<file path="src/rtl/dither_duty_sched_if.sv">
`default_nettype none
// ============================================================================
// Module      : dither_duty_sched_if
// Description : Valid/ready duty-command bus into the dither duty scheduler.
// Revision    : 1.0 - initial release
// ============================================================================
interface dither_duty_sched_if #(
    parameter int NPH = 4,
    parameter int DW  = 10
) ();
    logic           cmd_valid;
    logic           cmd_ready;
    logic [DW-1:0]  cmd_duty;
    logic [NPH-1:0] cmd_phase_en;

    modport master (
        output cmd_valid,
        output cmd_duty,
        output cmd_phase_en,
        input  cmd_ready
    );

    modport slave (
        input  cmd_valid,
        input  cmd_duty,
        input  cmd_phase_en,
        output cmd_ready
    );
endinterface
`default_nettype wire

</file>
<file path="src/rtl/dither_duty_sched.sv">
`default_nettype none
// ============================================================================
// Module      : dither_duty_sched
// Description : Slew-limited, frame-aligned duty scheduler feeding NPH dither
//               instances over per-phase duty buses.
// Revision    : 1.0 - initial release
// ============================================================================
module dither_duty_sched #(
    parameter int NPH      = 4,
    parameter int DW       = 10,
    parameter int MAX_STEP = 8,
    parameter int DMAX     = 1000
) (
    input  wire logic              clk_in,
    input  wire logic              rst,
    dither_duty_sched_if.slave     cmd,
    output logic [NPH*DW-1:0]      d_n_out,
    output logic [NPH-1:0]         phase_en_out,
    output logic                   frame_tick,
    output logic                   busy
);

    localparam logic [DW:0] c_max_step = (DW+1)'(MAX_STEP);
    localparam logic [DW:0] c_dmax     = (DW+1)'(DMAX);
    localparam logic [2:0]  c_last_cyc = 3'd7;

    typedef enum logic [1:0] {
        ST_IDLE = 2'd0,
        ST_WAIT = 2'd1,
        ST_SLEW = 2'd2
    } state_t;

    state_t            r_state;
    state_t            w_state_nxt;
    logic [2:0]        r_fcnt;
    logic [DW-1:0]     r_cur;
    logic [DW-1:0]     r_target;
    logic [NPH-1:0]    r_pend_en;
    logic [NPH-1:0]    r_phase_en;
    logic [NPH*DW-1:0] r_d_n;

    logic              w_tick;
    logic              w_ready;
    logic              w_xfer;
    logic              w_apply;
    logic              w_reached;
    logic [DW-1:0]     w_cmd_clamped;
    logic [DW-1:0]     w_cur_step;
    logic [DW:0]       w_cur_x;
    logic [DW:0]       w_tgt_x;
    logic [DW:0]       w_step_x;
    logic [NPH*DW-1:0] w_d_n_nxt;

    assign w_tick  = (r_fcnt == c_last_cyc);
    assign w_ready = (r_state == ST_IDLE) || (r_state == ST_SLEW);
    assign w_xfer  = cmd.cmd_valid && w_ready;

    assign w_cmd_clamped = ({1'b0, cmd.cmd_duty} > c_dmax) ? c_dmax[DW-1:0] : cmd.cmd_duty;

    // One slew step in DW+1 bits; the target is already clamped so moving up
    // can never pass DMAX, and moving down by a full step only happens when
    // cur is more than MAX_STEP above target, so it cannot go below zero.
    always_comb begin
        w_cur_x  = {1'b0, r_cur};
        w_tgt_x  = {1'b0, r_target};
        w_step_x = w_cur_x;
        if (w_tgt_x > w_cur_x) begin
            if ((w_tgt_x - w_cur_x) <= c_max_step) begin
                w_step_x = w_tgt_x;
            end else begin
                w_step_x = w_cur_x + c_max_step;
            end
        end else begin
            if ((w_cur_x - w_tgt_x) <= c_max_step) begin
                w_step_x = w_tgt_x;
            end else begin
                w_step_x = w_cur_x - c_max_step;
            end
        end
    end

    assign w_cur_step = w_step_x[DW-1:0];
    assign w_reached  = (w_cur_step == r_target);

    for (genvar gi = 0; gi < NPH; gi++) begin : g_phase
        assign w_d_n_nxt[gi*DW +: DW] = r_pend_en[gi] ? w_cur_step : '0;
    end

    always_comb begin
        w_state_nxt = r_state;
        w_apply     = 1'b0;
        case (r_state)
            ST_IDLE: begin
                if (w_xfer) begin
                    w_state_nxt = ST_WAIT;
                end
            end
            ST_WAIT: begin
                if (w_tick) begin
                    w_apply     = 1'b1;
                    w_state_nxt = w_reached ? ST_IDLE : ST_SLEW;
                end
            end
            ST_SLEW: begin
                if (w_tick) begin
                    w_apply = 1'b1;
                    // A command landing on the tick edge needs its own frame
                    // to apply its enable mask if the old ramp just finished.
                    if (w_xfer) begin
                        w_state_nxt = w_reached ? ST_WAIT : ST_SLEW;
                    end else if (w_reached) begin
                        w_state_nxt = ST_IDLE;
                    end
                end
            end
            default: begin
                w_state_nxt = ST_IDLE;
            end
        endcase
    end

    always_ff @(posedge clk_in or posedge rst) begin
        if (rst) begin
            r_state    <= ST_IDLE;
            r_fcnt     <= 3'd0;
            r_cur      <= '0;
            r_target   <= '0;
            r_pend_en  <= '0;
            r_phase_en <= '0;
            r_d_n      <= '0;
        end else begin
            r_state <= w_state_nxt;
            r_fcnt  <= r_fcnt + 3'd1;
            if (w_xfer) begin
                r_target  <= w_cmd_clamped;
                r_pend_en <= cmd.cmd_phase_en;
            end
            if (w_apply) begin
                r_cur      <= w_cur_step;
                r_phase_en <= r_pend_en;
                r_d_n      <= w_d_n_nxt;
            end
        end
    end

    assign cmd.cmd_ready = w_ready;
    assign d_n_out       = r_d_n;
    assign phase_en_out  = r_phase_en;
    assign frame_tick    = w_tick;
    assign busy          = (r_state != ST_IDLE);

endmodule
`default_nettype wire

</file>
<file path="src/flat_wrapper.sv">
// flat-port wrapper written by rule: the top's interface ports become plain ports
module dither_duty_sched_flat 
#(
    parameter int NPH      = 4,
    parameter int DW       = 10,
    parameter int MAX_STEP = 8,
    parameter int DMAX     = 1000
)
  (clk_in, rst, d_n_out, phase_en_out, frame_tick, busy, cmd_cmd_valid, cmd_cmd_duty, cmd_cmd_phase_en, cmd_cmd_ready);
  dither_duty_sched_if #(.NPH(NPH), .DW(DW)) cmd_i ();
  input  wire logic clk_in;
  input  wire logic rst;
  output logic [NPH*DW-1:0] d_n_out;
  output logic [NPH-1:0] phase_en_out;
  output logic frame_tick;
  output logic busy;
  input wire logic [$bits(cmd_i.cmd_valid)-1:0] cmd_cmd_valid;
  input wire logic [$bits(cmd_i.cmd_duty)-1:0] cmd_cmd_duty;
  input wire logic [$bits(cmd_i.cmd_phase_en)-1:0] cmd_cmd_phase_en;
  output wire logic [$bits(cmd_i.cmd_ready)-1:0] cmd_cmd_ready;
  assign cmd_i.cmd_valid = cmd_cmd_valid;
  assign cmd_i.cmd_duty = cmd_cmd_duty;
  assign cmd_i.cmd_phase_en = cmd_cmd_phase_en;
  assign cmd_cmd_ready = cmd_i.cmd_ready;
  dither_duty_sched #(.NPH(NPH), .DW(DW), .MAX_STEP(MAX_STEP), .DMAX(DMAX)) u_core (.clk_in(clk_in), .rst(rst), .cmd(cmd_i), .d_n_out(d_n_out), .phase_en_out(phase_en_out), .frame_tick(frame_tick), .busy(busy));
endmodule
</file>
<file path="config.mk">
export PLATFORM = sky130hd
export DESIGN_NAME = dither_duty_sched_flat
export DESIGN_NICKNAME = d
export VERILOG_FILES = /design/src/rtl/dither_duty_sched_if.sv /design/src/rtl/dither_duty_sched.sv /design/src/flat_wrapper.sv
export SDC_FILE = /design/constraint.sdc
export NUM_CORES = 1
export LEC_CHECK = 0
export ABC_AREA = 1
export ABC_CLOCK_PERIOD_IN_PS = 6700
export BUFFER_PORTS_ARGS = -buffer_cell sky130_fd_sc_hd__buf_2
export CORE_MARGIN = 2
export CORE_UTILIZATION = 55
export DETAILED_ROUTE_END_ITERATION = 7
export HOLD_SLACK_MARGIN = 0.03
export PLACE_DENSITY = 0.85
export SLEW_MARGIN = 30
export SYNTH_ARGS = -nofsm -noshare
export SYNTH_HDL_FRONTEND = slang
export SYNTH_SLANG_ARGS = --single-unit
</file>
<file path="constraint.sdc">
create_clock -name clk_in -period 6.7 [get_ports clk_in]
set_clock_uncertainty 0.2 [all_clocks]
set_input_delay 0.335 -clock clk_in [delete_from_list [all_inputs] [get_ports clk_in]]
set_output_delay 0.335 -clock clk_in [all_outputs]
set_load 0.01 [all_outputs]
</file>
# After elaboration in Yosys (flattened, before gate mapping)
# Cells that the tools add are included.
dict set report totals {
  ff_bits 73
  wordCells 48
  n_memories 0
  ram_bits 0
  latchBits 0
  rom_bits 0
  out_inout_bits 47
  input_bits 17
}
dict set report op_classes {
  reduce_logical 6
  multipliers 0
  order_cmp 4
  addsub 5
  n_eq_ne 8
  muxes 18
  bitwise 0
  shift 0
  div 0
}
# operator count
set op_table {}
lappend op_table {{10-bit two-way mux} 8}
lappend op_table {{11-bit by 4-bit less-or-equal comparator with 1-bit output (second input constant)} 2}
lappend op_table {{10-bit by 10-bit subtractor with 11-bit output} 2}
lappend op_table {{2-bit two-way mux} 7}
lappend op_table {{10-bit by 4-bit adder with 10-bit output (second input constant)} 1}
lappend op_table {{10-bit == test} 1}
lappend op_table {{10-bit > comparator} 1}
lappend op_table {{10-bit > comparator (second input constant)} 1}
lappend op_table {{10-bit by 4-bit subtractor with 10-bit output (second input constant)} 1}
lappend op_table {{2-bit case mux with 3 select lines} 1}
lappend op_table {{2-bit inequality test (second input constant)} 2}
lappend op_table {{4-bit AND reduction} 1}
lappend op_table {{3-bit by 1-bit adder with 3-bit output (second input constant)} 1}
lappend op_table {{3-bit == test (second input constant)} 1}
lappend op_table {{3-bit by 1-bit inequality test with 1-bit output (second input constant)} 1}
lappend op_table {{2-bit by 1-bit == test with 1-bit output (second input constant)} 1}
lappend op_table {{2-bit == test (second input constant)} 1}
lappend op_table {{2-bit zero test} 1}
lappend op_table {{1-bit two-way mux} 2}
lappend op_table {{2-bit by 1-bit inequality test with 1-bit output (second input constant)} 1}
lappend op_table {{2-bit nonzero test} 1}
lappend op_table {{2-bit OR reduction} 1}
lappend op_table {{1-bit logical AND} 1}
lappend op_table {{1-bit logical OR} 1}

# Logic depth before layout (Yosys ltp)
# Gate-level depths: netlist (run 1).
dict set report depth {
  ltp_word 9
  depth_mapped 28
  mapped_depth_nobuf 26
}

# Worst setup path before layout (run 1)
# Ideal clock, no wire load.
dict set report synth_path {
  path_type {reg-to-reg}
  from {register u_core.r_target[2]}
  to {register u_core.r_state[0]}
  arrival_time_ps 2547
  setup_ps 116
  slack_ps 3837
  n_path_buf 2
  stages_incl_launch_ff 27
  synth_period_minus_slack_ps 2863
  cell_sequence {dfrtp_1 inv_1 ha_1 buf_4 nand2_2 inv_1 nand2_1 nand2_1 nand2_1 nand2_1 nor2_1 nand2_1 nor2_8 nand3_4 buf_6 nand2_1 nand3_1 nand3_1 nand2_1 clkinv_1 nand2_2 nor2_4 nand3_2 nand2_2 nand2_2 nand3_1 nand2_1}
}
dict set report synth_via {
  elab_chain_cells 9
  word_cells_on_any_way 15
  classes_between {add/sub (2); order compare (3); eq/ne (2); mux (7); reduce/logical (1)}
}
# element line_no
set synth_lines {}
lappend synth_lines {{start: declaration} dither_duty_sched.sv:37} ;# logic [DW-1:0] r_target;
lappend synth_lines {{start signal: assignment} dither_duty_sched.sv:135} ;# r_target <= w_cmd_clamped;
lappend synth_lines {{10-bit by 10-bit subtractor with 11-bit output, on equally long branches} {dither_duty_sched.sv:74, dither_duty_sched.sv:68}}
lappend synth_lines {{11-bit by 4-bit less-or-equal comparator with 1-bit output, on equally long branches} {dither_duty_sched.sv:74, dither_duty_sched.sv:68}}
lappend synth_lines {{10-bit two-way mux, on equally long branches} {dither_duty_sched.sv:74, dither_duty_sched.sv:68}}
lappend synth_lines {{10-bit two-way mux} dither_duty_sched.sv:67} ;# if (w_tgt_x > w_cur_x) begin
lappend synth_lines {{10-bit == test (*)} dither_duty_sched.sv:83} ;# assign w_reached = (w_cur_step == r_target);
lappend synth_lines {{2-bit two-way mux} dither_duty_sched.sv:110} ;# w_state_nxt = w_reached ? ST_WAIT : ST_SLEW;
lappend synth_lines {{2-bit two-way mux} dither_duty_sched.sv:109} ;# if (w_xfer) begin
lappend synth_lines {{2-bit two-way mux} dither_duty_sched.sv:105} ;# if (w_tick) begin
lappend synth_lines {{2-bit case mux with 3 select lines} dither_duty_sched.sv:92} ;# case (r_state)
lappend synth_lines {{end signal: assignment} dither_duty_sched.sv:132} ;# r_state <= w_state_nxt;
lappend synth_lines {{end: declaration} dither_duty_sched.sv:33} ;# state_t r_state;
# Mark *: on every way between the ends. The rest lies on a longest branch, timed or not. The select of a mux whose other input is x is not followed.
# A chain may end at the register's enable or synchronous reset.

# Worst setup path in the final report (run 1)
dict set report layout_path {
  from {register u_core.r_target[8]}
  to {register u_core.r_state[0]}
}
# The elaborated chain is that of the path after synthesis.

==> summary.md, run 1 <==
| Metric | Value |
|---|---|
| Initial Util | `57.08%` |
| Final net count | `809` |
| Fraction of the mapped netlist area in compound gates | `8.054%` |
| Hold Path Class | `in -> reg` |
| Yosys top cell by area | `dfrtp_1` |
| H-Tree Depth | `3` |
| Final setup vio count | `0` |
| Routability-driven placement congestion ratio | `1.043` |
| Async set-reset flop share out of synthesis | `100.0%` |
| Clock buffer count from CTS | `9` |
| Mux share of post-synthesis cell area | `0%` |
| Worst rel slew slack | `a little under three fifths` |
| Yosys warns | `0` |
| Area contributors post-synth | `dfrtp_1 37%, nand2_1 18%, nand3_1 9.4%, ha_1 7.0%, o21ai_0 6.4%` |
| Area grow syn2layout | `12.28%` |
| Setup_tns | `0 ps` |
| ANT nets after route | `0` |
| Worst setup SP type | `flip-flop` |
| Chip Height | `around 99 um` |
| Crit end category | `flip-flop` |
| Post-Synth XOR/XNOR Area | `1.751%` |
| WP data arrival | `4080 ps` |
| GRT overflow | `0` |
| Source of the critical timing path | `u_core.r_target[8]$_DFFE_PP0P_` |
| Yosys top cell area share | `between 30% and 40%` |
| Mapped Nets | `751` |
| Clk_lat worst skew | `360 ps` |
| Post-synthesis sequential area ratio | `between 30 and 40%` |
| Post-cts resize count | `0` |
| Num rows | `34` |
| Worst reg2reg startpoint | `u_core.r_target[8]$_DFFE_PP0P_` |
| Clk pin slew, worst setup/hold paths | `roughly 80 ps` |
| Die area | `9874 um^2` |
| CTS Sinks | `73` |
| Max cap viols | `0` |
| Maximum number of pins on one net before global-route repair | `74` |
| Worst-path maximum fanout | `18` |
| Global-route wire length before repair | `approximately 23000 um` |
| Port Buf Inserts | `63` |
| Fin crit share | `between 60% and 70%` |
| DRC Markers | `0` |
| Setup CP Type | `reg -> reg` |
| Post-synth top cells | `235 x nand2_1, 94 x nand3_1, 78 x inv_1` |
| Drt first-iter violations | `approximately 450` |
| Distinct cells, synth | `31` |
| Detailed Place HPWL | `10230 um` |
| Via count | `4949` |
| CTS tree | `yes` |
| Synth Instances | `706` |
| Post-Synth Simple-Gate Area | `a little under two fifths` |
| Status | `complete, no violations` |
| Slew Limit Fails | `0` |
| Most common cell in the netlist | `nand2_1` |
| Period minus WS final | `just over 4000 ps` |
| Adder-cell share of the synthesized area | `7.004%` |
| CORE AREA | `8763 um^2` |
| Vias per Instance | `5.650` |
| Synth Flop Type | `dfrtp_1` |
| Mapped Avg Cell Area | `around 7.1 um^2` |
| RSZ-0062 raised after global routing | `false` |
| DR WL/cell | `16.04 um` |
| Flops & latches, synth | `73` |
| Min-delay src | `cmd_cmd_duty[8]` |
| N_diodes | `0` |
| Ports | `64` |
| Die W | `just under 100 um` |
| Clk buf depth | `2` |
| Final Hold Viols | `0` |
| CP required | `6750 ps` |
| Largest family of logic cells by synthesized area | `simple AND/OR/NAND/NOR gates` |
| Drt first pass iters | `6` |
| Share of cells above drive strength 1 | `15.23%` |
| F_max | `247.9 MHz` |
| Drt total wl | `14050 um` |
| Worst Tran Pin Value | `672.9 ps` |
| Fillers | `784` |
| Synth Cell Area | `5002 um^2` |
| Number of flops mapped to enable cells by yosys | `0` |
| Hold WS | `65.79 ps` |
| Vias in the first global route | `4812` |
| Root buffer cell | `clkbuf_8` |
| Initial antenna violation count | `0` |
| Total GRT Usage | `approximately 30%` |
[metrics by stage]
step                utilization [%]  std cells  instance area, um^2  setup slack [ps]
floorplan                         -        706                 5002              3837
global placement              60.81        854                 5329              2853
detailed placement            60.81        854                 5329              2858
CTS                           63.93        875                 5603              2834
global route                  64.09        876                 5617              2428
finish                        64.09        876                 5617              2666
[cells by family after synthesis]
| group | Yosys count |
|---|---|
| AOI/OAI and AO/OA | 79 |
| xor gates and xnor gates | 10 |
| DFF | 73 |
| adders and majority gates | 28 |
| and+or+nand+nor | 409 |
| buffers and inverters | 107 |
[area by class of cell]
type | instances | area, um^2 | share of cell area [%]
Clock buffer | 9 | 123.9 | 2.205
Timing Repair Buffer | 72 | 404.1 | 7.195
Multi-Input combinational cell | 526 | 2729 | 48.59
Sequential cell | 73 | 1827 | 32.52
Tap cell | 108 | 135.1 | 2.406
Clock inverter | 6 | 90.09 | 1.604
Inverter | 82 | 307.8 | 5.480
[critical path: stages, from the launching register on]
cell	delay [ps]
dfrtp_1	520
inv_1	170
ha_1	420
nand2_1	170
inv_1	70
a21oi_1	230
nand3_2	140
nand2_2	350
clkinv_1	540
nand3_1	300
nand2_2	130
nand2_1	80
nand2_1	90
nand2_2	100
nor2_4	40
nand3_2	60
nand2_2	50
nand2_2	80
nand2_2	60
nand2_1	60
nand2_1	40
[worst paths after layout]
kind | endpoint | slack, ps | cells past startpoint
max | u_core.r_state[0]$_DFFE_PP0P_ | 2670 | 20
min | u_core.r_target[8]$_DFFE_PP0P_ | 70 | 3
max reg2reg | u_core.r_state[0]$_DFFE_PP0P_ | 2670 | 20
min reg2reg | u_core.r_fcnt[0]$_DFF_PP0_ | 240 | 1
max in group asynchronous | u_core.r_cur[5]$_DFFE_PP0P_ | 5330 | 4
min in group asynchronous | u_core.r_fcnt[0]$_DFF_PP0_ | 490 | 4
[state kept, by name, summed over array words and instances, names as in the netlist]
signal / flops
u_core.r_fcnt: 3
u_core.r_pend_en: 4
u_core.d_n_out: 40
u_core.r_target: 10
u_core.phase_en_out: 4
u_core.r_cur: 10
u_core.r_state: 2
[repair_timing]
action,4_1_cts,5_1_grt
hold buffers,6,1
hold endpoints to repair,6,73
endpoints found under the setup margin,0,0
setup buffers,0,0
[cell usage in the layout, fill, tap and decap left out, drive strengths merged]
cell type    synthesis  final
nand2              253    253
nand3              100    100
inv                 80     82
dfrtp               73     73
o21ai               65     65
buf                  9     65
nor2                29     29
ha                  28     28
nand4               23     23
a21oi               11     11
xor2                10     10
clkbuf              16      9
dlygate4sd3          0      7
clkinv               2      3
nor3                 2      2
bufinv               0      2
o21bai               1      1
or2                  1      1
o31ai                1      1
nor4                 1      1
a22oi                1      1
clkinvlp             0      1
[layer usage]
layer / track usage [%] / vias to the layer above / part of all wire [%]
li1: - / 2386 / -
met1: 40.96 / 2322 / 45
met2: 47.19 / 207 / 46
met3: 4.849 / 34 / 6.0
met4: 10.33 / 0 / 2.8
met5: 0 / - / 0
Power of run 1 is not shown: default switching activity piles up to over one toggle a cycle in this logic, so the estimate is an artifact.
==> run 2: changes to the inputs <==
ABC_CLOCK_PERIOD_IN_PS = 3400   (was 6700)
CORE_UTILIZATION = 53   (was 55)
PLACE_DENSITY = 0.86   (was 0.85)
clock period = 3.4 ns   (was 6.7 ns; I/O delays follow)
==> summary.md, run 2 (same netlist as run 1, synthesis figures left out) <==
| Metric | Value |
|---|---|
| F_max | `between 300 and 400 MHz` |
| Crit path max-delay family | `simple AND/OR/NAND/NOR gates` |
| Hold Path Class | `reg -> reg` |
| Worst-path maximum fanout | `15` |
| Via count | `5319` |
| Routability-driven placement congestion ratio | `1.055` |
| Setup slack after layout | `124.7 ps` |
| Root buffer cell | `clkbuf_8` |
| Most common cell after layout, fill and taps aside | `nand2_1` |
| Max FFs per register | `40` |
| End point of the critical path | `u_core.r_state[0]$_DFFE_PP0P_` |
| Worst setup SP type | `flip-flop` |
| Initial Util | `between 50% and 60%` |
| Drt total wl | `15390 um` |
| Initial antenna violation count | `0` |
| CTS Sinks | `73` |
| Clk pin slew, worst setup/hold paths | `80 ps` |
| Share of cells above drive strength 1 | `21.95%` |
| CTS tree | `yes` |
| Worst reg-to-reg setup slack | `approximately 120 ps` |
| DR WL/cell | `16.69 um` |
| Drt first pass iters | `7` |
| RSZ-0062 raised after global routing | `false` |
| Core Util, Final | `66.61%` |
| Clk_lat worst skew | `between 300 and 400 ps` |
| Slew Limit Fails | `0` |
| Crit end category | `flip-flop` |
| Pre-CTS WS | `-85.93 ps` |
| Path depth of the worst reg2reg path | `22` |
| Fillers | `720` |
| Setup_tns | `0 ps` |
| ANT nets after route | `0` |
| Clock buffer count from CTS | `9` |
| Final net count | `roughly 850` |
| Period minus WS final | `3275 ps` |
| Chip Height | `101.2 um` |
| Final setup vio count | `0` |
| Reg2reg end | `u_core.r_state[0]$_DFFE_PP0P_` |
| Worst Tran Pin Value | `649.5 ps` |
| Max cap viols | `0` |
| Worst reg2reg startpoint | `u_core.r_target[7]$_DFFE_PP0P_` |
| CORE AREA | `9196 um^2` |
| Slowest-stage cell, CP | `ha_2` |
| GRT overflow | `0` |
| WP data arrival | `around 3300 ps` |
| Maximum number of pins on one net before global-route repair | `35` |
| Die W | `slightly above 100 um` |
| Num rows | `35` |
| Die area | `10230 um^2` |
| Final Hold Viols | `0` |
| Critical-path cell list | `inv_1, ha_2, nand2_1, nor2_4, nand3_1, nand3_2, nand4_2, nor2_4, buf_12, nand3_1, nand3_1, nand3_1, nand2_1, clkinv_1, nand2_2, nor2_4, nand3_2, nand2_2, nand2_2, nand2_2, nand2_1, nand2_1` |
| Port Buf Inserts | `63` |
| Ports | `64` |
| Vias per Instance | `5.769` |
| Area grow syn2layout | `22.46%` |
| Clk buf depth | `2` |
| Fin crit share | `roughly 96%` |
| Worst rel slew slack | `56.64%` |
| H-Tree Depth | `3` |
| Detailed Place HPWL | `10670 um` |
| Setup CP Type | `reg -> reg` |
| Slowest stage delay, CP | `400 ps` |
| Drt first-iter violations | `between 700 and 800` |
| Levels on crit path | `22` |
| DRC Markers | `0` |
| Vias in the first global route | `approximately 5100` |
| Source of the critical timing path | `u_core.r_target[7]$_DFFE_PP0P_` |
| Status | `complete, no violations` |
| Most frequent cells in the layout | `229 x nand2_1, 94 x nand3_1, 71 x inv_1` |
| Worst Path Buf+Inv | `3` |
| Global-route wire length before repair | `around 24000 um` |
| CP required | `3450 ps` |
| Total GRT Usage | `30.28%` |
| N_diodes | `0` |
==> run 2: layout make-up <==
class                           count  area (um^2)  share of cell area (%)
Tap cell                          111        138.9                   2.267
Sequential cell                    73         1832                   29.90
Inverter                           82        307.8                   5.025
Multi-Input combinational cell    527         2865                   46.77
Clock buffer                       10        127.6                   2.083
Timing Repair Buffer              113        763.2                   12.46
Clock inverter                      6        91.34                   1.491
==> run 2: layer usage <==
layer	vias to the layer above	part of all wire (%)	track usage [%]	wire, um
met5	-	0	0	0
met4	0	3.3	10.40	510
met3	53	7.9	6.211	1223
met2	304	48	51.50	7448
met1	2482	40	38.56	6206
li1	2480	-	-	-
==> run 2: worst min path at each step <==
| stage | endpoint | cells after the start | from | slack, ps |
|---|---|---|---|---|
| final | u_core.r_fcnt[0]$_DFF_PP0_ | 1 | u_core.r_fcnt[0]$_DFF_PP0_ | 230 |
| after detailed placement | u_core.r_fcnt[2]$_DFF_PP0_ | 2 | rst | 100 |
| after CTS | u_core.r_fcnt[0]$_DFF_PP0_ | 1 | u_core.r_fcnt[0]$_DFF_PP0_ | 240 |
| after floorplan | u_core.r_pend_en[0]$_DFFE_PP0P_ | 2 | cmd_cmd_phase_en[0] | 80 |
| after global routing | u_core.r_fcnt[0]$_DFF_PP0_ | 1 | u_core.r_fcnt[0]$_DFF_PP0_ | 270 |
| after global placement | u_core.r_fcnt[1]$_DFF_PP0_ | 2 | rst | 80 |
==> run 2: stage by stage <==
stage               std cells  hold slack [ps]  area [um^2]
finish                    922            230.0         6126
CTS                       911            237.2         5918
global route              922            269.6         6126
global placement          878            85.00         5515
detailed placement        878            98.10         5515
floorplan                 706            79.62         5002
==> run 2: timing repair <==
action                     CTS  global route
hold endpoints to repair    46             0
hold buffers                16             0
setup endpoints to repair    2             2
cloned                       0             1
gates resized for setup      5            33
pin swaps                    0             5
setup buffers                1            10
Power of run 2 is left out for the same reason.
==> run 3: changes to the inputs <==
MAX_ROUTING_LAYER = met4   (was unset)
REMOVE_ABC_BUFFERS = 1   (was unset)
==> summary.md, run 3 (same netlist as run 1, synthesis figures left out) <==
| Metric | Value |
|---|---|
| Maximum number of pins on one net before global-route repair | `56` |
| Status | `complete, no violations` |
| DRC Markers | `0` |
| Slew Limit Fails | `0` |
| Total GRT Usage | `31.89%` |
| Worst rel slew slack | `55.33%` |
| Drt first pass iters | `6` |
| Clk buf depth | `2` |
| Crit end category | `flip-flop` |
| Final net count | `869` |
| Drt first-iter violations | `622` |
| Most common cell after layout, fill and taps aside | `nand2_1` |
| Via count | `5428` |
| Max cap viols | `0` |
| F_max | `311.2 MHz` |
| Setup_tns | `0 ps` |
| Setup CP Type | `reg -> reg` |
| Period minus WS final | `3213 ps` |
| Vias in the first global route | `5279` |
| Area grow syn2layout | `27.96%` |
| N_diodes | `0` |
| CORE AREA | `9196 um^2` |
| Drt total wl | `15990 um` |
| Placed insts | `884` |
| Clk pin slew, worst setup/hold paths | `80 ps` |
| Initial antenna violation count | `0` |
| Fillers | `706` |
| Clock buffer count from CTS | `9` |
| Most frequent cells in the layout | `227 x nand2_1, 92 x nand3_1, 72 x inv_1` |
| Final Hold Viols | `0` |
| Share of cells above drive strength 1 | `24.85%` |
| Clk_lat worst skew | `approximately 350 ps` |
| Final setup vio count | `0` |
| Hold Path Class | `reg -> reg` |
| Final Non-Filler Cells | `940` |
| Die area | `10230 um^2` |
| Worst Tran Pin Value | `663.9 ps` |
| Ports | `64` |
| Initial Util | `a little over half` |
| DR WL/cell | `17.01 um` |
| Num rows | `35` |
| Routability-driven placement congestion ratio | `0.9746` |
| Max FFs per register | `40` |
| Fin crit share | `94.50%` |
| Worst setup SP type | `flip-flop` |
| ANT nets after route | `0` |
| Chip Height | `approximately 100 um` |
| Setup slack after layout | `186.9 ps` |
| Detailed Place HPWL | `10320 um` |
| Vias per Instance | `5.774` |
| CP required | `3490 ps` |
| Pre-CTS WS | `-25.84 ps` |
| CTS Sinks | `73` |
| GRT overflow | `0` |
| Worst-path maximum fanout | `6` |
| Root buffer cell | `clkbuf_8` |
| Port Buf Inserts | `63` |
| CTS tree | `yes` |
| WP data arrival | `3300 ps` |
| H-Tree Depth | `3` |
| Die W | `101.2 um` |
| Global-route wire length before repair | `25050 um` |
run 3: final cells by class:
cell class	instances	area (um^2)	share of cell area, %
multi-input cells	528	2940	45.93
clock inverters	6	90.09	1.407
inverters	82	312.8	4.887
clock buffers	10	127.6	1.994
repair buffers	130	957.2	14.95
flip-flops and latches	73	1834	28.66
well taps	111	138.9	2.170
run 3: critical path, stage by stage, from the launching register on:
cell and delay, ps:
dfrtp_1 500, ha_4 360, nand2_1 100, nor2_4 170
nand3_1 100, nand3_2 110, nand4_2 120, nor2_4 140
buf_12 140, buf_6 120, nand3_1 60, nand3_1 100
nand3_1 90, nand2_1 100, nand2_2 80, nor2_2 160
nand3_2 120, nand2_2 70, nand2_2 80, nand2_2 80
nand2_1 80, nand2_1 70
run 3: timing repair:
item                                    4_1_cts  5_1_grt
cloned                                        0        4
gates resized for setup                       3       61
hold buffers                                 16        0
endpoints found under the setup margin        2        2
pin swaps                                     0       12
endpoints found under the hold margin        44        0
setup buffers                                 0       20
run 3: per-stage QoR:
step           util (%)  instance area (um^2)  hold slack (ps)
3_3_place_gp      60.19                  5535            57.34
6_report          69.61                  6401            234.0
3_5_place_dp      60.19                  5535            78.64
2_1_floorplan         -                  4861            79.62
5_1_grt           69.61                  6401            258.2
4_1_cts           64.46                  5928            236.6
run 3: per-layer routing:
| metal | GRT usage, % | up-vias | share of wire (%) |
|---|---|---|---|
| met5 | - | - | 0 |
| met4 | 13.51 | 0 | 2.6 |
| met3 | 4.141 | 43 | 7.3 |
| met2 | 51.96 | 310 | 50 |
| met1 | 40.13 | 2556 | 40 |
| li1 | - | 2519 | - |
run 3: worst paths after layout:
| check | depth (start not counted) | from | slack [ps] | end |
|---|---|---|---|---|
| max reg2reg | 21 | u_core.r_cur[8]$_DFFE_PP0P_ | 190 | u_core.r_state[0]$_DFFE_PP0P_ |
| min in group asynchronous | 3 | rst | 250 | u_core.r_cur[3]$_DFFE_PP0P_ |
| max in group asynchronous | 4 | rst | 1980 | u_core.r_target[7]$_DFFE_PP0P_ |
| min reg2reg | 1 | u_core.r_fcnt[0]$_DFF_PP0_ | 230 | u_core.r_fcnt[0]$_DFF_PP0_ |
| max | 21 | u_core.r_cur[8]$_DFFE_PP0P_ | 190 | u_core.r_state[0]$_DFFE_PP0P_ |
| min | 1 | u_core.r_fcnt[0]$_DFF_PP0_ | 230 | u_core.r_fcnt[0]$_DFF_PP0_ |
Power of run 3 is left out for the same reason.
